==> src/rtl/m_axis_burst_sequencer.sv <==
// AXI-Stream burst generator: emits cfg_bursts bursts of cfg_len incrementing beats
// starting at cfg_seed, separated by cfg_gap idle cycles; abort stops at a burst boundary.
module m_axis_burst_sequencer #(
    parameter int unsigned DATA_W = 32,
    parameter int unsigned LEN_W  = 16
) (
    input  logic              aclk,
    input  logic              aresetn,
    input  logic              start,
    input  logic              abort,
    input  logic [DATA_W-1:0] cfg_seed,
    input  logic [LEN_W-1:0]  cfg_len,
    input  logic [LEN_W-1:0]  cfg_gap,
    input  logic [LEN_W-1:0]  cfg_bursts,
    output logic [DATA_W-1:0] m_axis_tdata,
    output logic              m_axis_tvalid,
    input  logic              m_axis_tready,
    output logic              m_axis_tlast,
    output logic              busy,
    output logic              done,
    output logic [LEN_W-1:0]  burst_idx
);

    typedef enum logic [1:0] {IDLE, BURST, GAP} state_t;

    state_t             state_q;
    logic [DATA_W-1:0]  data_q;
    logic               tvalid_q;
    logic               tlast_q;
    logic               busy_q;
    logic               done_q;
    logic               abort_q;
    logic [LEN_W-1:0]   burst_idx_q;
    logic [LEN_W-1:0]   beat_q;
    logic [LEN_W-1:0]   gap_cnt_q;
    logic [LEN_W-1:0]   len_q;
    logic [LEN_W-1:0]   gap_q;
    logic [LEN_W-1:0]   bursts_q;

    always_ff @(posedge aclk or negedge aresetn) begin
        if (!aresetn) begin
            state_q     <= IDLE;
            data_q      <= '0;
            tvalid_q    <= 1'b0;
            tlast_q     <= 1'b0;
            busy_q      <= 1'b0;
            done_q      <= 1'b0;
            abort_q     <= 1'b0;
            burst_idx_q <= '0;
            beat_q      <= '0;
            gap_cnt_q   <= '0;
            len_q       <= '0;
            gap_q       <= '0;
            bursts_q    <= '0;
        end else begin
            done_q <= 1'b0;
            case (state_q)
                IDLE: begin
                    // abort arriving together with start is deliberately dropped
                    if (start && (cfg_len != '0) && (cfg_bursts != '0)) begin
                        len_q       <= cfg_len;
                        gap_q       <= cfg_gap;
                        bursts_q    <= cfg_bursts;
                        data_q      <= cfg_seed;
                        tvalid_q    <= 1'b1;
                        tlast_q     <= (cfg_len == LEN_W'(1));
                        beat_q      <= LEN_W'(1);
                        burst_idx_q <= '0;
                        abort_q     <= 1'b0;
                        busy_q      <= 1'b1;
                        state_q     <= BURST;
                    end
                end
                BURST: begin
                    if (abort) abort_q <= 1'b1;
                    if (tvalid_q && m_axis_tready) begin
                        data_q <= data_q + DATA_W'(1);
                        if (tlast_q) begin
                            if ((burst_idx_q == bursts_q - LEN_W'(1)) || abort_q || abort) begin
                                tvalid_q <= 1'b0;
                                tlast_q  <= 1'b0;
                                busy_q   <= 1'b0;
                                done_q   <= 1'b1;
                                state_q  <= IDLE;
                            end else begin
                                burst_idx_q <= burst_idx_q + LEN_W'(1);
                                beat_q      <= LEN_W'(1);
                                if (gap_q == '0) begin
                                    tlast_q <= (len_q == LEN_W'(1));
                                end else begin
                                    tvalid_q  <= 1'b0;
                                    tlast_q   <= 1'b0;
                                    gap_cnt_q <= gap_q;
                                    state_q   <= GAP;
                                end
                            end
                        end else begin
                            beat_q  <= beat_q + LEN_W'(1);
                            tlast_q <= (beat_q + LEN_W'(1) == len_q);
                        end
                    end
                end
                GAP: begin
                    if (abort) begin
                        busy_q  <= 1'b0;
                        done_q  <= 1'b1;
                        state_q <= IDLE;
                    end else if (gap_cnt_q == LEN_W'(1)) begin
                        tvalid_q <= 1'b1;
                        tlast_q  <= (len_q == LEN_W'(1));
                        state_q  <= BURST;
                    end else begin
                        gap_cnt_q <= gap_cnt_q - LEN_W'(1);
                    end
                end
                default: state_q <= IDLE;
            endcase
        end
    end

    assign m_axis_tdata  = data_q;
    assign m_axis_tvalid = tvalid_q;
    assign m_axis_tlast  = tlast_q;
    assign busy          = busy_q;
    assign done          = done_q;
    assign burst_idx     = burst_idx_q;

endmodule

==> config.mk <==
export PLATFORM = sky130hd
export DESIGN_NAME = m_axis_burst_sequencer
export DESIGN_NICKNAME = d
export VERILOG_FILES = /design/src/rtl/m_axis_burst_sequencer.sv
export SDC_FILE = /design/constraint.sdc
export NUM_CORES = 1
export LEC_CHECK = 0
export CORE_ASPECT_RATIO = 0.5
export CORE_UTILIZATION = 50
export CTS_CLUSTER_SIZE = 16
export DETAILED_ROUTE_END_ITERATION = 12
export HOLD_SLACK_MARGIN = 0.06
export PLACE_DENSITY = 0.74
export SETUP_SLACK_MARGIN = 0.05
export SYNTH_ARGS = -nofsm -noshare
export SYNTH_HDL_FRONTEND = slang
export SYNTH_SLANG_ARGS = --single-unit
export TNS_END_PERCENT = 1
==> constraint.sdc <==
create_clock -name aclk -period 4.1 [get_ports aclk]
set_input_delay 0.615 -clock aclk [delete_from_list [all_inputs] [get_ports aclk]]
set_output_delay 0.615 -clock aclk [all_outputs]
set_load 0.02 [all_outputs]
==> impl_metrics.toml <==
[worst_setup_path]
cp_max_fo = 44
r2r-start = "bursts_q[0]"
worstSetupStartpointType = "flip-flop"
ff2ff_setup_slack_ns = 0.63
required_ns = 4.41
critPathArrivalTime_ns = 3.78
r2r-end = "gap_cnt_q[7]"
crit_type = "flip-flop to flip-flop"
crit_end = "gap_cnt_q[7]"
end_kind = "flip-flop"
cp-startpoint = "bursts_q[0]"
worstRegToRegCells = 12

[final_layout]
area_growth_pct = 27.5
nets = 1068
diodes = 0
drive_above_1_share_pct = 12.5
utilization_pct = 65.4
final_cell_mix = "dfrtp_1, clkdlybuf4s50_1, nand2_1, o21ai_0, mux2_2"
final_area_um2 = 10100

[sta]
finalCritPeriodShare_pct = 84.6
setup_violations = 0
finalHoldViolations = 0
fmax_ghz = 0.288
slew_headroom_pct = 45.2
tns_ns = 0
rsz0062_at_grt = "false"
slew_viol_final = 0
finClkSkew_ns = 0.0119
hold_slack_ns = 0.192
min_period_ns = 3.47
tightest_slew_ns = 0.820

[cts]
cts_resized = 0
cts_num_sinks = 135
post_cts_hold_buffer_count = 0
numCtsBuffers = 17
clockRootBuffer = "clkbuf_16"
clock_path_buffers = 2
htreeDepth = 4
clk_pin_slew_ns = 0.06
cts_tree = "done"
post_cts_buffers = 0
insertion_delay_ns = 0.43

[global_route]
antenna_found_initial = 0
first_global_vias = 7035
grt_max_degree = 76
grt-ovfl-total = 0
grt.total_usage_pct = 26.8
grt_pass1_wl_um = 35100

[floorplan]
die_y_um = 91.1
rows = 32
ios = 137
die_area_um2 = 16400
coreArea_um2 = 15500
die_w_um = 180
start_util_pct = 51.3

[place]
gp_congestion = 0.945
dp_hpwl_um = 14900
place.port_buffers = 136
placed_cell_area_um2 = 9490

[drt]
wl_per_cell_um = 17.8
vias_per_cell = 6.01
drtIter0Drc = 512
drtPass1Iterations = 5
antenna_left = 0
drt-total-wl_um = 21200
num_vias = 7149
drcViolationCount = 0

[synthesis]
yosys_warnings = 0
seq_area_frac_synth_pct = 42.6
syn-mean-instance-area_um2 = 9.39
dominantRegCellSynth = "dfrtp_1"
async_flop_share_pct = 100
ys_ff_latch = 135
synth_cell_types = 71
synth_edf_count = 0
synthesis.area_um2 = 7940
syn_inst = 845
syn-num-nets = 940

[job]
max_cap_viol_count = 0

[pwr]
p_seq_share_pct = 34.1
power_density_nw_per_um2 = 751
clockPowerShare_pct = 21.3
switching_share_pct = 41.5
p_leak_nw = 4.04
p_switching_mw = 3.15
p_int_mw = 4.44
ir_drop_mv = 0.442
total_power_mw = 7.59
p_comb_share_pct = 44.6

[outcome]
status = "finished, final reports clean"

[worst_hold_path]
hold_path_class = "input pin to async pin"
-- sequential cells by signal, indices dropped and copies added, names as in the netlist --
signal	cells
m_axis_tdata	32
bursts_q	16
done	1
burst_idx	16
m_axis_tlast	1
busy	1
len_q	16
gap_q	16
gap_cnt_q	16
m_axis_tvalid	1
beat_q	16
state_q	2
abort_q	1
-- how the worst min path moves through the flow --
stage / from / to / slack, ns / cells after the start
CTS: aresetn / gap_cnt_q[7] / 0.25 / 1
global route: aresetn / gap_cnt_q[13] / 0.25 / 1
global placement: gap_cnt_q[1] / gap_cnt_q[1] / 0.47 / 2
finish: aresetn / gap_cnt_q[5] / 0.19 / 1
detailed placement: gap_cnt_q[1] / gap_cnt_q[1] / 0.48 / 2
floorplan: aresetn / abort_q / 0.32 / 0
-- final cells by class --
class                           instances  area (µm²)
Clock buffer                           19         453
Multi-Input combinational cell        649        4300
Tap cell                              204         255
Sequential cell                       135        3380
Clock inverter                         13         170
Inverter                               20        75.1
Fill cell                            1268        5340
Timing Repair Buffer                  150        1480
-- cells by family (layout without fill, tap and decap cells) --
kind of cell    count (synthesis)  in the layout  share of synthesized area, %
xor+xnor                       48             48                          5.30
compound gates                220            220                          18.0
fa+ha+maj                      10             10                          1.58
buf+inv                        61            202                          3.25
simple gates                  309            309                          20.7
flops                         135            135                          42.6
mux                            62             62                          8.61
-- power by group through the flow --
stage | Clock [mW] | Sequential [mW] | Combinational [mW]
6_report | 1.62 | 2.59 | 3.39
5_1_grt | 1.70 | 2.69 | 3.70
4_1_cts | 1.64 | 2.58 | 3.38
3_5_place_dp | 0 | 2.59 | 3.35
3_3_place_gp | 0 | 2.57 | 3.26
2_1_floorplan | 0 | 2.59 | 2.23
-- synth_stat cells, drive strengths merged (3+ instances only) --
cell	n	area share (%)
a22oi	3	0.28
or2	4	0.32
clkbuf	27	1.3
nor4	29	2.5
a21oi	48	3.0
nor4b	3	0.33
and4	5	0.55
or3	14	1.2
mux2	50	7.1
a31oi	3	0.43
or4	8	0.76
a211o	7	0.77
nand3	47	3.0
nand4	18	1.4
a221o	3	0.38
a211oi	4	0.44
o21ai	81	5.2
ha	10	1.6
o21a	3	0.28
and3	20	1.6
a221oi	6	1.1
nor2	40	1.9
xnor2	31	3.4
nand2	72	3.4
nor3	24	1.5
dfrtp	135	43
nand2b	9	0.71
inv	19	0.90
mux2i	12	1.5
and2	6	0.47
buf	14	1.0
o31ai	12	1.1
nor2b	3	0.24
xor2	17	1.9
o22ai	25	2.0
-- routing by layer --
metal,wire [µm],global-route usage [%],up-vias
li1,-,-,3421
met1,10000,37.1,3451
met2,9470,40.8,239
met3,1370,6.78,38
met4,378,9.54,0
met5,0,0,-
-- worst max-delay path, stage by stage, from the launching register on --
cell     delay, ns
dfrtp_1       0.42
inv_1         0.09
ha_1          0.29
or4b_4        0.54
xor2_1        0.17
nor4_1        0.18
o21ai_1       0.13
nor4_4        0.41
nand2_2       0.13
a31oi_4       0.13
buf_4         0.42
o21ai_0       0.17
a211o_1       0.24
-- stage by stage --
stage               instances  setup slack (ns)
finish                   1190             0.631
global route             1190             0.422
global placement         1158             0.752
CTS                      1190             0.664
detailed placement       1158             0.663
floorplan                 845              1.16
Power figures use the tool's default switching activity.
